## config.mk

```make
export PLATFORM = sky130hd
export DESIGN_NAME = rdn_weight_fetch
export DESIGN_NICKNAME = d
export VERILOG_FILES = /design/src/rtl/rdn_weight_fetch.sv
export SDC_FILE = /design/constraint.sdc
export NUM_CORES = 1
export LEC_CHECK = 0
export CORE_AREA = 2 2 261 263
export CTS_CLUSTER_SIZE = 28
export DETAILED_ROUTE_END_ITERATION = 6
export DIE_AREA = 0 0 263 265
export SYNTH_ARGS = -nofsm -noshare
export SYNTH_HDL_FRONTEND = slang
export SYNTH_SLANG_ARGS = --single-unit
```

## constraint.sdc

```tcl
create_clock -name clk -period 4.66 [get_ports clk]
set_input_delay 0.932 -clock clk [delete_from_list [all_inputs] [get_ports clk]]
set_output_delay 0.932 -clock clk [all_outputs]
set_load 0.01 [all_outputs]
```

## src/rtl/rdn_weight_fetch.sv

```systemverilog
// Weight-block fetcher: issues eight contiguous word reads, collects the in-order
// responses into an 8-word buffer and hands the block over with a ready/request handshake.
module rdn_weight_fetch #(
    parameter int unsigned ADDR_W    = 32,
    parameter int unsigned BLK_CNT_W = 16
) (
    input  logic                 clk,
    input  logic                 rst,
    input  logic                 go,
    input  logic [ADDR_W-1:0]    base_addr,
    input  logic                 req_mem,
    output logic                 mem_ready,
    output logic [63:0]          mem_data [7:0],
    output logic                 rd_req_valid,
    output logic [ADDR_W-1:0]    rd_req_addr,
    input  logic                 rd_req_ready,
    input  logic                 rd_rsp_valid,
    input  logic [63:0]          rd_rsp_data,
    output logic                 busy,
    output logic [BLK_CNT_W-1:0] blk_cnt,
    output logic                 proto_err
);

    typedef enum logic [1:0] {
        IDLE  = 2'd0,
        ISSUE = 2'd1,
        DRAIN = 2'd2,
        READY = 2'd3
    } state_t;

    state_t               state_q, state_d;
    logic [ADDR_W-1:0]    addr_q, addr_d;
    logic [3:0]           iss_cnt_q, iss_cnt_d;
    logic [3:0]           rsp_cnt_q, rsp_cnt_d;
    logic [BLK_CNT_W-1:0] blk_cnt_q, blk_cnt_d;
    logic                 proto_err_q, proto_err_d;
    logic [63:0]          buf_q [7:0];
    logic                 rsp_wr;
    logic                 start;

    // A go is accepted in IDLE, and in READY unless a block request wins the cycle.
    assign start = go && ((state_q == IDLE) || ((state_q == READY) && !req_mem));

    always_comb begin
        state_d     = state_q;
        addr_d      = addr_q;
        iss_cnt_d   = iss_cnt_q;
        rsp_cnt_d   = rsp_cnt_q;
        blk_cnt_d   = blk_cnt_q;
        proto_err_d = proto_err_q;
        rsp_wr      = 1'b0;

        unique case (state_q)
            IDLE: ;
            ISSUE, DRAIN: begin
                if ((state_q == ISSUE) && rd_req_ready) begin
                    addr_d    = addr_q + ADDR_W'(1);
                    iss_cnt_d = iss_cnt_q + 4'd1;
                end
                if (rd_rsp_valid && (rsp_cnt_q != 4'd8)) begin
                    rsp_wr    = 1'b1;
                    rsp_cnt_d = rsp_cnt_q + 4'd1;
                end
                // Block completion takes priority over the issue-done transition.
                if (rsp_cnt_d == 4'd8) begin
                    state_d   = READY;
                    blk_cnt_d = blk_cnt_q + BLK_CNT_W'(1);
                end else if (iss_cnt_d == 4'd8) begin
                    state_d = DRAIN;
                end
            end
            READY: begin
                if (req_mem) begin
                    state_d   = ISSUE;
                    iss_cnt_d = '0;
                    rsp_cnt_d = '0;
                end
            end
            default: state_d = IDLE;
        endcase

        if (start) begin
            state_d     = ISSUE;
            addr_d      = base_addr;
            iss_cnt_d   = '0;
            rsp_cnt_d   = '0;
            blk_cnt_d   = '0;
            proto_err_d = 1'b0;
        end

        if (req_mem && (state_q != READY)) begin
            proto_err_d = 1'b1;
        end
        if (rd_rsp_valid && !rsp_wr) begin
            proto_err_d = 1'b1;
        end
    end

    always_ff @(posedge clk) begin
        if (rst) begin
            state_q     <= IDLE;
            addr_q      <= '0;
            iss_cnt_q   <= '0;
            rsp_cnt_q   <= '0;
            blk_cnt_q   <= '0;
            proto_err_q <= 1'b0;
            for (int unsigned i = 0; i < 8; i++) begin
                buf_q[i] <= '0;
            end
        end else begin
            state_q     <= state_d;
            addr_q      <= addr_d;
            iss_cnt_q   <= iss_cnt_d;
            rsp_cnt_q   <= rsp_cnt_d;
            blk_cnt_q   <= blk_cnt_d;
            proto_err_q <= proto_err_d;
            if (rsp_wr) begin
                buf_q[rsp_cnt_q[2:0]] <= rd_rsp_data;
            end
        end
    end

    assign mem_ready    = (state_q == READY);
    assign rd_req_valid = (state_q == ISSUE);
    assign rd_req_addr  = addr_q;
    assign busy         = (state_q != IDLE);
    assign blk_cnt      = blk_cnt_q;
    assign proto_err    = proto_err_q;
    assign mem_data     = buf_q;

endmodule

```

==> metrics.md <==
| Metric | Value |
|---|---|
| Unique masters post-synth | 48 |
| Main flop type after synthesis | dfxtp_1 |
| Sequential area share after synthesis | 54.8% |
| Max IR drop VDD | 268 uV |
| Critical path class | reg2reg |
| Core box area | about 0.067 mm^2 |
| RSZ-0062 raised after global routing | false |
| Port bufs | 665 |
| Dpl ws | 0.791 ns |
| Clk_lat worst skew | 0.61 ns |
| FFs w/ async S/R, synth | 0% |
| Status | completed |
| Clock root cell | clkbuf_16 |
| Max_slew headroom | 19.3% |
| Switch Pwr | 3450 uW |
| Net Count, Synth | 2796 |
| Worst-path clk slew | 0.06 ns |
| Clk buf depth | 3 |
| Switch share | 28.1% |
| Max Clk Rate | 266 MHz |
| # rows | 95 |
| Placer Congestion | between 0.8 and 0.9 |
| Clock skew | ~0.03 ns |
| Hold Fails Final Rpt | 0 |
| Least-Margin Pin Slew | 1.21 ns |
| Crit path top cell by count | a21oi_1 |
| FF+latch count, synth | 571 |
| Post-CTS Repair Setup Buffers | 0 |
| Combinational power share | around 15% |
| CP required | 5.09 ns |
| P&R area growth vs syn | 44.5% |
| Mapped cell area | 0.0209 mm^2 |
| CP Data Arrival Time | 4.19 ns |
| Die height | 265 um |
| Final core utilization | 45.1% |
| Post-synth EDFFs | 0 |
| Nets | roughly 3.3k |
| Initial antenna violation count | 2 |
| All-Layer GR Usage | 23.3% |
| DR iter-0 viols | 1504 |
| Routed vias | 20.1k |
| Crit path cell chain | clkinv_1 -> ha_1 -> a21oi_1 -> and3_1 -> nand3_4 -> buf_4 -> nand2_1 -> a21oi_1 |
| DR WL/cell | 20.4 um |
| Pin count of the biggest net entering global routing | 218 |
| Post-route ant nets | 0 |
| Post-DP HPWL | 55600 um |
| Synth warn | 0 |
| Area of the multi-input gates | 0.00852 mm^2 |
| CP startpoint kind | register |
| Hold Path Class | reg2reg |
| Slowest Stage Delay on Critical Path | 0.86 ns |
| CTS tree | yes |
| Max capacitance violation total | 0 |
| Final cycle utilization of the critical path | 80.7% |
| CTS H-tree lvls | 3 |
| Static leakage | 0.00972 uW |
| Setup TNS | 0 ns |
| P_int | 8830 uW |
| First-pass GRT wire length | about 120000 um |
| Clock share of power | 41.6% |
| Grt ovf | 0 |
| Pre-antenna DRT Iters | 5 |
| Final WL | 84200 um |
| Final Setup Violations | 0 |
| PwrDens | between 400 and 500 mW/mm^2 |
| Post-CTS resize count | 0 |
| Post-route DRC | 0 |
| Slew Viols, Final | 0 |
| Register area | around 0.011 mm^2 |
| Initial Util | 31.2% |
| Share of layout cells above drive strength 1 | 4.40% |
| Crit end category | register |
| Sequential share of power | 43.3% |
| Die ar. | 0.0697 mm^2 |
| Die X | 263 um |
| Setup ws final | 0.901 ns |
| # hold bufs at CTS | 0 |
| Total CTS buffers | 66 |
| Clock sinks | 571 |
| Mean post-synth cell area | 7.77 um^2 |
| Vias in the first global route | ~19k |
| Minimum clock period | 3.76 ns |
| Fillcell total | 6606 |
| Antenna cells | 0 |
| Critical path fanouts, max | 40 |
| IO Count | between 600 and 700 |
| Slowest CP cell | dfxtp_1 |
| Vias/cell | 4.87 |
| Mapped Cells | 2686 |
==> logic make-up after synthesis <==
group,share of synthesized area [%]
AOI/OAI and AO/OA,15.4
xor gates and xnor gates,1.26
adders and majority gates,0.480
buffers and inverters,5.09
DFF,54.8
muxes,0.0960
and+or+nand+nor,22.9
==> cell usage in the layout, fill, tap and decap left out, types with 3 or more instances in the layout <==
cell type,instances
a21oi_1,543
nor4_1,5
inv_1,12
clkinvlp_4,3
ha_1,8
and2_1,6
a211oi_1,16
clkbuf_1,18
or3_1,14
nand4_1,8
and3_1,10
nor3_1,11
o31ai_1,4
o21ai_0,30
a311oi_1,3
a31oi_1,5
and4_1,6
nand3_4,6
clkdlybuf4s50_1,664
nand3_1,18
or4_1,6
dfxtp_1,571
nor2_1,37
nor3_4,3
clkbuf_16,68
nor3_2,3
xor2_1,6
nand2_1,1054
xnor2_1,24
clkbuf_8,13
buf_4,32
==> layout make-up <==
| type | instances | share of cell area [%] |
|---|---|---|
| clock buffer | 99 | 6.46 |
| timing repair buffer | 698 | 23.0 |
| inverter | 14 | 0.174 |
| sequential | 571 | 37.9 |
| clock inverter | 10 | 0.577 |
| tap | 873 | 3.62 |
| multi-input combinational | 1857 | 28.3 |
==> power by group through the flow <==
stage,Clock [uW],Combinational [uW],Sequential (uW)
6_report,5110,1850,5320
5_1_grt,5410,2000,5350
4_1_cts,5220,1870,5320
3_5_place_dp,0,1860,5420
3_3_place_gp,0,1860,5420
2_1_floorplan,0,809,5490
==> Yosys cell counts, types with 3 or more instances <==
cell,number,area share (%)
xor2_1,6,0.25
or3_1,14,0.42
or4_1,6,0.22
and4_1,6,0.25
nor4_1,5,0.15
nand3_1,24,0.58
clkbuf_2,64,1.5
dfxtp_1,571,55
nand2_1,1056,19
nor3_2,3,0.14
nor2_1,39,0.70
nor3_1,14,0.34
inv_1,12,0.22
xnor2_1,24,1.0
ha_1,8,0.48
a311oi_1,3,0.13
clkbuf_1,174,3.1
o21ai_0,31,0.74
a21oi_1,543,13
nand4_1,8,0.24
buf_1,3,0.054
and2_1,6,0.18
a211oi_1,16,0.58
a31oi_1,5,0.15
and3_1,10,0.30
o31ai_1,4,0.14
==> final timing paths <==
check / slack [ns] / end / cells past startpoint / start
setup / recovery: 0.90 / mem_data[248] / 8 / rsp_cnt_q[0]
hold / removal: 0.45 / mem_data[380] / 2 / mem_data[380]
setup reg to reg: 0.90 / mem_data[248] / 8 / rsp_cnt_q[0]
hold reg to reg: 0.45 / mem_data[380] / 2 / mem_data[380]
==> flip-flops by register name, indices dropped and copies added (netlist names) <==
| signal | flops |
|---|---|
| rsp_cnt_q | 4 |
| rd_req_addr | 32 |
| mem_data | 512 |
| state_q | 2 |
| blk_cnt | 16 |
| iss_cnt_q | 4 |
| proto_err | 1 |
==> metal layers <==
metal	GRT usage (%)	up-vias	part of all wire, %
li1	-	9767	-
met1	28.6	9463	41
met2	39.1	704	48
met3	6.98	121	8.2
met4	6.97	2	2.3
met5	0	-	0.015
==> worst max-delay path, delay by kind of cell, from the launching register on <==
family	cells	cell delay [ns]
AO/OA/AOI/OAI	2	0.27
adder cells (fa/ha/maj)	1	0.38
buffers and inverters	2	1.03
flip-flops	1	0.86
AND/OR/NAND/NOR	3	1.05
==> metrics by stage <==
step	cell area (um^2)	hold WS (ns)	total power, uW	instances
after detailed placement	28000	0.445	7290	4013
final	30100	0.449	12300	4122
after floorplan	20900	0.448	6300	2686
after global placement	28000	0.440	7280	4013
after CTS	30100	0.453	12400	4122
after global routing	30100	0.467	12800	4122
(Power assumes the default switching activity.)
